`src/rtl/insn_fetch_if.sv`:
```
// Fetch-unit bus bundle: instruction-memory read port, decoder-side
// instruction stream and the control-transfer redirect from execute.
interface insn_fetch_if;
  logic [15:0] mem_addr;
  logic        mem_rd;
  logic        mem_ack;
  logic [15:0] mem_rdata;
  logic [15:0] insn;
  logic [15:0] insn_ip;
  logic        insn_valid;
  logic        insn_ready;
  logic        redirect;
  logic [15:0] redirect_ip;

  modport master (
    output mem_addr, mem_rd, insn, insn_ip, insn_valid,
    input  mem_ack, mem_rdata, insn_ready, redirect, redirect_ip
  );

  modport slave (
    input  mem_addr, mem_rd, insn, insn_ip, insn_valid,
    output mem_ack, mem_rdata, insn_ready, redirect, redirect_ip
  );
endinterface

```
`src/rtl/insn_fetch.sv`:
```
// Instruction fetch unit: single-outstanding memory reader feeding a
// 2-entry {word, ip} buffer, with redirect flush and in-flight drop.
module insn_fetch #(
  parameter logic [15:0] RESET_IP = 16'h0000
) (
  input  logic          clk,
  input  logic          rst_n,
  insn_fetch_if.master  bus
);

  typedef enum logic [1:0] {
    IDLE = 2'd0,
    REQ  = 2'd1,
    DROP = 2'd2
  } state_t;

  state_t      state, state_nxt;
  logic [15:0] fip, fip_nxt;
  logic [15:0] drop_addr, drop_addr_nxt;
  logic [15:0] ip_clean;

  logic [15:0] fifo_word [2];
  logic [15:0] fifo_ip   [2];
  logic        rd_ptr, wr_ptr;
  logic [1:0]  count, count_nxt;
  logic        valid_q;

  logic        push, pop, flush;

  assign ip_clean = {bus.redirect_ip[15:1], 1'b0};

  // Redirect outranks both buffer updates; its returning word is discarded.
  assign flush     = bus.redirect;
  assign push      = (state == REQ) && bus.mem_ack && !bus.redirect;
  assign pop       = valid_q && bus.insn_ready && !bus.redirect;
  assign count_nxt = flush ? 2'd0 : (count + {1'b0, push} - {1'b0, pop});

  always_comb begin
    // NOTE: every output of this block gets a default first so no path
    // through the case statement leaves a value held, which would infer a latch.
    state_nxt     = state;
    fip_nxt       = fip;
    drop_addr_nxt = drop_addr;

    if (bus.redirect) begin
      fip_nxt = ip_clean;
    end else if (push) begin
      fip_nxt = fip + 16'd2;
    end

    case (state)
      IDLE: begin
        if (count_nxt < 2'd2) state_nxt = REQ;
      end
      REQ: begin
        if (bus.redirect && !bus.mem_ack) begin
          // The old read is still on the bus; remember it so it completes.
          drop_addr_nxt = fip;
          state_nxt     = DROP;
        end else if (bus.mem_ack) begin
          state_nxt = (count_nxt < 2'd2) ? REQ : IDLE;
        end
      end
      DROP: begin
        if (bus.mem_ack) state_nxt = REQ;
      end
      default: state_nxt = IDLE;
    endcase
  end

  always_ff @(posedge clk) begin
    // NOTE: sequential state uses non-blocking assignments so every register
    // samples pre-edge values, independent of statement order.
    if (!rst_n) begin
      state     <= IDLE;
      fip       <= RESET_IP;
      drop_addr <= RESET_IP;
      rd_ptr    <= 1'b0;
      wr_ptr    <= 1'b0;
      count     <= 2'd0;
      valid_q   <= 1'b0;
    end else begin
      state     <= state_nxt;
      fip       <= fip_nxt;
      drop_addr <= drop_addr_nxt;
      count     <= count_nxt;
      valid_q   <= (count_nxt != 2'd0);
      if (flush) begin
        rd_ptr <= 1'b0;
        wr_ptr <= 1'b0;
      end else begin
        if (push) wr_ptr <= ~wr_ptr;
        if (pop)  rd_ptr <= ~rd_ptr;
      end
    end
  end

  always_ff @(posedge clk) begin
    // NOTE: the storage is reset only because insn/insn_ip must read zero
    // out of reset; a deeper buffer would normally be left unreset.
    if (!rst_n) begin
      for (int i = 0; i < 2; i++) begin
        fifo_word[i] <= 16'h0000;
        fifo_ip[i]   <= 16'h0000;
      end
    end else if (push) begin
      fifo_word[wr_ptr] <= bus.mem_rdata;
      fifo_ip[wr_ptr]   <= fip;
    end
  end

  assign bus.mem_rd     = (state != IDLE);
  assign bus.mem_addr   = (state == DROP) ? drop_addr : fip;
  assign bus.insn       = fifo_word[rd_ptr];
  assign bus.insn_ip    = fifo_ip[rd_ptr];
  assign bus.insn_valid = valid_q;

endmodule

```
`src/flat_wrapper.sv`:
```
// flat-port wrapper written by rule: the top's interface ports become plain ports
module insn_fetch_flat 
#(
  parameter logic [15:0] RESET_IP = 16'h0000
)
  (clk, rst_n, bus_mem_addr, bus_mem_rd, bus_insn, bus_insn_ip, bus_insn_valid, bus_mem_ack, bus_mem_rdata, bus_insn_ready, bus_redirect, bus_redirect_ip);
  insn_fetch_if bus_i ();
  input  logic clk;
  input  logic rst_n;
  output wire logic [$bits(bus_i.mem_addr)-1:0] bus_mem_addr;
  output wire logic [$bits(bus_i.mem_rd)-1:0] bus_mem_rd;
  output wire logic [$bits(bus_i.insn)-1:0] bus_insn;
  output wire logic [$bits(bus_i.insn_ip)-1:0] bus_insn_ip;
  output wire logic [$bits(bus_i.insn_valid)-1:0] bus_insn_valid;
  input wire logic [$bits(bus_i.mem_ack)-1:0] bus_mem_ack;
  input wire logic [$bits(bus_i.mem_rdata)-1:0] bus_mem_rdata;
  input wire logic [$bits(bus_i.insn_ready)-1:0] bus_insn_ready;
  input wire logic [$bits(bus_i.redirect)-1:0] bus_redirect;
  input wire logic [$bits(bus_i.redirect_ip)-1:0] bus_redirect_ip;
  assign bus_mem_addr = bus_i.mem_addr;
  assign bus_mem_rd = bus_i.mem_rd;
  assign bus_insn = bus_i.insn;
  assign bus_insn_ip = bus_i.insn_ip;
  assign bus_insn_valid = bus_i.insn_valid;
  assign bus_i.mem_ack = bus_mem_ack;
  assign bus_i.mem_rdata = bus_mem_rdata;
  assign bus_i.insn_ready = bus_insn_ready;
  assign bus_i.redirect = bus_redirect;
  assign bus_i.redirect_ip = bus_redirect_ip;
  insn_fetch #(.RESET_IP(RESET_IP)) u_core (.clk(clk), .rst_n(rst_n), .bus(bus_i));
endmodule
```
`config.mk`:
```
export PLATFORM = sky130hd
export DESIGN_NAME = insn_fetch_flat
export DESIGN_NICKNAME = d
export VERILOG_FILES = /design/src/rtl/insn_fetch_if.sv /design/src/rtl/insn_fetch.sv /design/src/flat_wrapper.sv
export SDC_FILE = /design/constraint.sdc
export NUM_CORES = 1
export LEC_CHECK = 0
export ABC_CLOCK_PERIOD_IN_PS = 8600
export CAP_MARGIN = 15
export CORE_ASPECT_RATIO = 2
export CORE_MARGIN = 5
export CORE_UTILIZATION = 33
export CTS_BUF_LIST = sky130_fd_sc_hd__clkbuf_4 sky130_fd_sc_hd__clkbuf_8
export CTS_CLUSTER_SIZE = 30
export DETAILED_ROUTE_END_ITERATION = 16
export PLACE_DENSITY = 0.62
export SLEW_MARGIN = 25
export SYNTH_ARGS = -nofsm -noshare
export SYNTH_HDL_FRONTEND = slang
export SYNTH_SLANG_ARGS = --single-unit
```
`constraint.sdc`:
```
create_clock -name clk -period 8.6 [get_ports clk]
set_clock_uncertainty 0.2 [all_clocks]
set_input_delay 1.72 -clock clk [delete_from_list [all_inputs] [get_ports clk]]
set_output_delay 1.72 -clock clk [all_outputs]
set_load 0.005 [all_outputs]
```
### After elaboration in Yosys (flattened, before gate mapping)

Memory sizes are Yosys's and may differ from the RTL's. A register that Yosys moved wholly into a read port is not among the register bits.
Cells that the tools add are included.

| word-level totals | value |
|---|---|
| output and inout bits | 50 |
| RAM bits | 64 |
| register bits after elaboration | 39 |
| input port bits | 37 |
| memories | 2 |

Memory list:

| name | words | bits a word | rd ports | clocked after Yosys merged registers in | wr ports | RTL line | text |
|---|---|---|---|---|---|---|---|
| u_core.fifo_ip | 2 | 16 | 1 | 1 | 2 | insn_fetch.sv:23 | `logic [15:0] fifo_ip [2];` |
| u_core.fifo_word | 2 | 16 | 1 | 1 | 2 | insn_fetch.sv:22 | `logic [15:0] fifo_word [2];` |

| cells by class | value |
|---|---|
| magnitude comparators | 1 |
| reductions and logical operators | 16 |
| equal/unequal tests | 5 |
| mux-type cells | 24 |
| add/sub/neg operators | 3 |
| bitwise gates (word level) | 3 |

Operators with widths:

| kind | number |
|---|---|
| two-way mux 16 bit | 5 |
| OR reduction 16 bit | 2 |
| adder 16 x 2 -> 16 bit, second input constant | 1 |
| two-way mux 1 bit | 13 |
| two-way mux 2 bit | 5 |
| case mux 2 bit (3 select lines) | 1 |
| nonzero test 2 bit | 3 |
| logical AND 1 bit | 5 |
| inequality test 3 bit, second input constant | 1 |
| NOT 1 bit | 3 |
| AND reduction 3 bit | 1 |
| adder 2 x 1 -> 2 bit | 1 |
| == test 2 x 1 -> 1 bit, second input constant | 1 |
| == test 2 bit, second input constant | 1 |
| zero test 1 bit | 2 |
| zero test 2 bit | 1 |
| < comparator 2 bit, second input constant | 1 |
| inequality test 2 x 1 -> 1 bit, second input constant | 1 |
| inequality test 2 bit, second input constant | 1 |
| AND reduction 2 bit | 1 |
| OR reduction 2 bit | 1 |
| subtractor 2 x 1 -> 2 bit | 1 |

### Logic depth before layout (Yosys ltp)

| logic depth | value |
|---|---|
| depth in word-level cells | 11 |
| depth in mapped cells | 9 |

### Worst setup path after synthesis

Ideal clock, no wire load.

| timing path | value |
|---|---|
| path type | input-to-reg |
| from | input bus_mem_ack |
| to | memory u_core.fifo_ip[1][10] (enable) |
| setup time | 0.462 ns |
| data arrival time | 4.535 ns |
| cell stages on the path | 5 |
| setup slack | 3.402 ns |
| required time | 7.938 ns |
| path through | buf_4 -> and3b_1 -> clkbuf_1 -> nand2_1 -> o21ai_0 |

RTL lines:

| what | RTL line | text |
|---|---|---|
| start: declaration | flat_wrapper.sv:15 | `input wire logic [$bits(bus_i.mem_ack)-1:0] bus_mem_ack;` |
| end: declaration | insn_fetch.sv:23 |  |

### Final worst setup path

| timing path | value |
|---|---|
| from | register u_core.state[0] |
| to | output bus_mem_addr[6] |

| on the way | value |
|---|---|
| longest elaborated chain between the ends | 2 |

RTL lines:

| what | RTL line | text |
|---|---|---|
| start: declaration | insn_fetch.sv:17 | `state_t state, state_nxt;` |
| start signal: assignment | insn_fetch.sv:83 | `state <= state_nxt;` |
| == test 2 bit | insn_fetch.sv:113 | `assign bus.mem_addr = (state == DROP) ? drop_addr : fip;` |
| two-way mux 16 bit | insn_fetch.sv:113 |  |
| end: declaration | flat_wrapper.sv:10 | `output wire logic [$bits(bus_i.mem_addr)-1:0] bus_mem_addr;` |

No other way between the ends.

==> impl_metrics.json <==
{
  "async_flop_share": 0,
  "synth_edf_count": 62,
  "finalHoldViolCount": 0,
  "htree_levels": 3,
  "tightest_slew_ns": 0.823,
  "grt-ovfl-total": 0,
  "dieArea_um2": 17100,
  "synth-xor-area-share": 0.0121,
  "min_period_ns": 4.45,
  "cp_max_fo": 16,
  "path_buf_inv": 2,
  "synth_area_um2": 4760,
  "start_util": 0.333,
  "synth_mux_area_frac": 0.109,
  "place.port_buffers": 83,
  "drive_above_1_share": 0.158,
  "synthAdderAreaFrac": 0.00789,
  "synth_top_family_by_area": "simple AND/OR/NAND/NOR gates",
  "peakVddDrop_mv": 0.0699,
  "finish.net_count": 522,
  "syn_avg_cell_area_um2": 11.4,
  "mostFrequentLayoutCells": "83 x clkdlybuf4s50_1, 62 x edfxtp_1, 58 x and2_1",
  "rr_worst_depth": 4,
  "crit_required_ns": 6.68,
  "synth-simple-area-share": 0.191,
  "first_iter_violations": 126,
  "root_buffer": "clkbuf_8",
  "crit_slowest_cell": "dfxtp_1",
  "r2r-end": "u_core.fifo_word[1][3]",
  "die-height_um": 180,
  "antennaDiodeCount": 0,
  "maxSlewHeadroom": 0.450,
  "routed_wl_um": 11000,
  "register_area_um2": 2620,
  "layout_commonest_cell": "clkdlybuf4s50_1",
  "hpwl_um": 7880,
  "crit_path_max_incr_delay_ns": 0.57,
  "grt_pass1_vias": 3367,
  "ys.flop_type": "edfxtp_1",
  "fin_crit_sh": 0.517,
  "cts_max_path_buffers": 2,
  "hold_end": "u_core.drop_addr[12]",
  "total_power_w": 0.000977,
  "track_usage": 0.133,
  "setup.worst_path.start_class": "register",
  "cp_top_family": "buffers and inverters",
  "hp-class": "register to register",
  "worst-endpoint-arrival_ns": 2.53,
  "vias": 3267,
  "yosysWarnings": 0,
  "r2r_slack_ns": 6.36,
  "cts_tree": "done",
  "final_util": 0.416,
  "grt_pass1_wl_um": 17400,
  "rows": 62,
  "die_x_um": 94.9,
  "ioPinCount": 87,
  "synth-seq-cells": 100,
  "antenna_found_initial": 0,
  "grt_start_max_net_pins": 32,
  "crit_chain": "inv_1 -> nand2_1 -> mux2_2 -> clkdlybuf4s50_1",
  "power_density_nw_per_um2": 165,
  "first_pass_iters": 4,
  "cts.sinks": 100,
  "startpoint": "u_core.state[0]",
  "critPathKind": "register to output port",
  "multi_input_area_um2": 1940,
  "hold_depth": 2,
  "p_leak_nw": 2.11,
  "outcome": "complete, no violations",
  "fillers": 1415,
  "core_um2": 14300,
  "hold_buffers": 0,
  "end_kind": "output port",
  "tns_ns": 0,
  "rsz0062_at_grt": "no",
  "fmax_mhz": 225,
  "r2r_start": "u_core.state[0]",
  "drt.antenna.violating_nets": 0,
  "clk_pin_slew_worst_paths_ns": 0.09,
  "cts_setup_buffers": 0,
  "avgRoutedWirePerCell_um": 16.2,
  "cap_violations": 0,
  "holdCritStartpoint": "u_core.drop_addr[12]",
  "synth_compound_gate_area_share": 0.0808,
  "clock_latency_ns": 0.36,
  "finalMaxSlewViolations": 0,
  "yosysSeqAreaShare": 0.551,
  "viasPerCell": 4.82,
  "area_growth_pct": 24.8,
  "drc_errors": 0,
  "syn_inst": 418,
  "synth_cell_type_count": 45,
  "setup_viol": 0,
  "cts_made_buffers": 9,
  "cts_resized": 0,
  "gp_congestion": 0.833
}
-- worst max-delay path by stage --
stage                                  end  slack (ns)  depth (start not counted)
CTS                        bus_mem_addr[6]        4.11                          4
floorplan            u_core.fifo_ip[1][10]        3.40                          5
detailed placement         u_core.state[1]        4.22                          4
finish                     bus_mem_addr[6]        4.15                          4
global placement    u_core.fifo_word[1][4]        4.20                          4
global route               bus_mem_addr[6]        4.01                          4
-- registers in the layout, indices dropped and copies added (netlist names), named ones only --
register and cells:
u_core.bus.insn_valid 1, u_core.count 2, u_core.drop_addr 15, u_core.fifo_ip 30
u_core.fifo_word 32, u_core.fip 15, u_core.rd_ptr 1, u_core.state 2
u_core.wr_ptr 1
-- final cells by class --
type / instances / area share
Clock buffer: 9 / 0.0209
Clock inverter: 6 / 0.0145
Inverter: 8 / 0.00506
Multi-Input combinational cell: 274 / 0.326
Sequential cell: 100 / 0.442
Tap cell: 192 / 0.0405
Timing Repair Buffer: 89 / 0.151
-- cells by family (layout without fill, tap and decap cells) --
group	count (synthesis)	in the layout
simple gates	159	159
flops	100	100
compound gates	59	59
mux	46	46
buf+inv	45	112
xor+xnor	5	5
fa+ha+maj	3	3
other cells	1	2
-- cells in the mapped netlist, types with 4 or more instances --
cell type	number	area [um^2]
a211oi_1	9	67.6
a21oi_1	16	80.1
a31oi_1	6	37.5
and2_1	58	363
buf_1	4	15.0
buf_2	10	50.1
buf_4	4	30.0
clkbuf_1	13	48.8
dfxtp_1	38	761
edfxtp_1	62	1860
inv_1	8	30.0
mux2_2	46	518
nand2_1	39	146
nand3_1	4	20.0
nor2_1	16	60.1
nor2b_1	6	37.5
nor3_1	6	30.0
nor4_1	8	50.1
o21ai_0	15	75.1
o41a_1	6	67.6
or4_1	4	30.0
-- metal layers --
metal | share of wire | track usage
met5 | 0 | 0
met4 | 0.018 | 0.0630
met3 | 0.031 | 0.0197
met2 | 0.60 | 0.260
met1 | 0.35 | 0.131
-- power breakdown --
part / total (W) / switching (W) / internal [W]
Clock: 0.000325 / 0.000162 / 0.000163
Combinational: 0.000107 / 0.0000462 / 0.0000607
Sequential: 0.000545 / 0.0000172 / 0.000528
-- worst reg2reg max path, stage by stage (launching register included) --
cell and delay, ns:
dfxtp_1 0.57, and3b_1 0.33, nand2_1 0.15, o21ai_4 0.45, buf_16 0.23
-- through the flow --
| stage | std cells | worst slack (ns) | hold WS, ns | cell area [um^2] |
|---|---|---|---|---|
| after CTS | 678 | 4.11 | 0.265 | 5930 |
| after detailed placement | 663 | 4.22 | 0.251 | 5720 |
| after floorplan | 419 | 3.40 | 0.234 | 4760 |
| final | 678 | 4.15 | 0.261 | 5930 |
| after global placement | 662 | 4.20 | 0.240 | 5700 |
| after global routing | 678 | 4.01 | 0.279 | 5930 |
No activity file was read; power rests on OpenSTA's default activity.
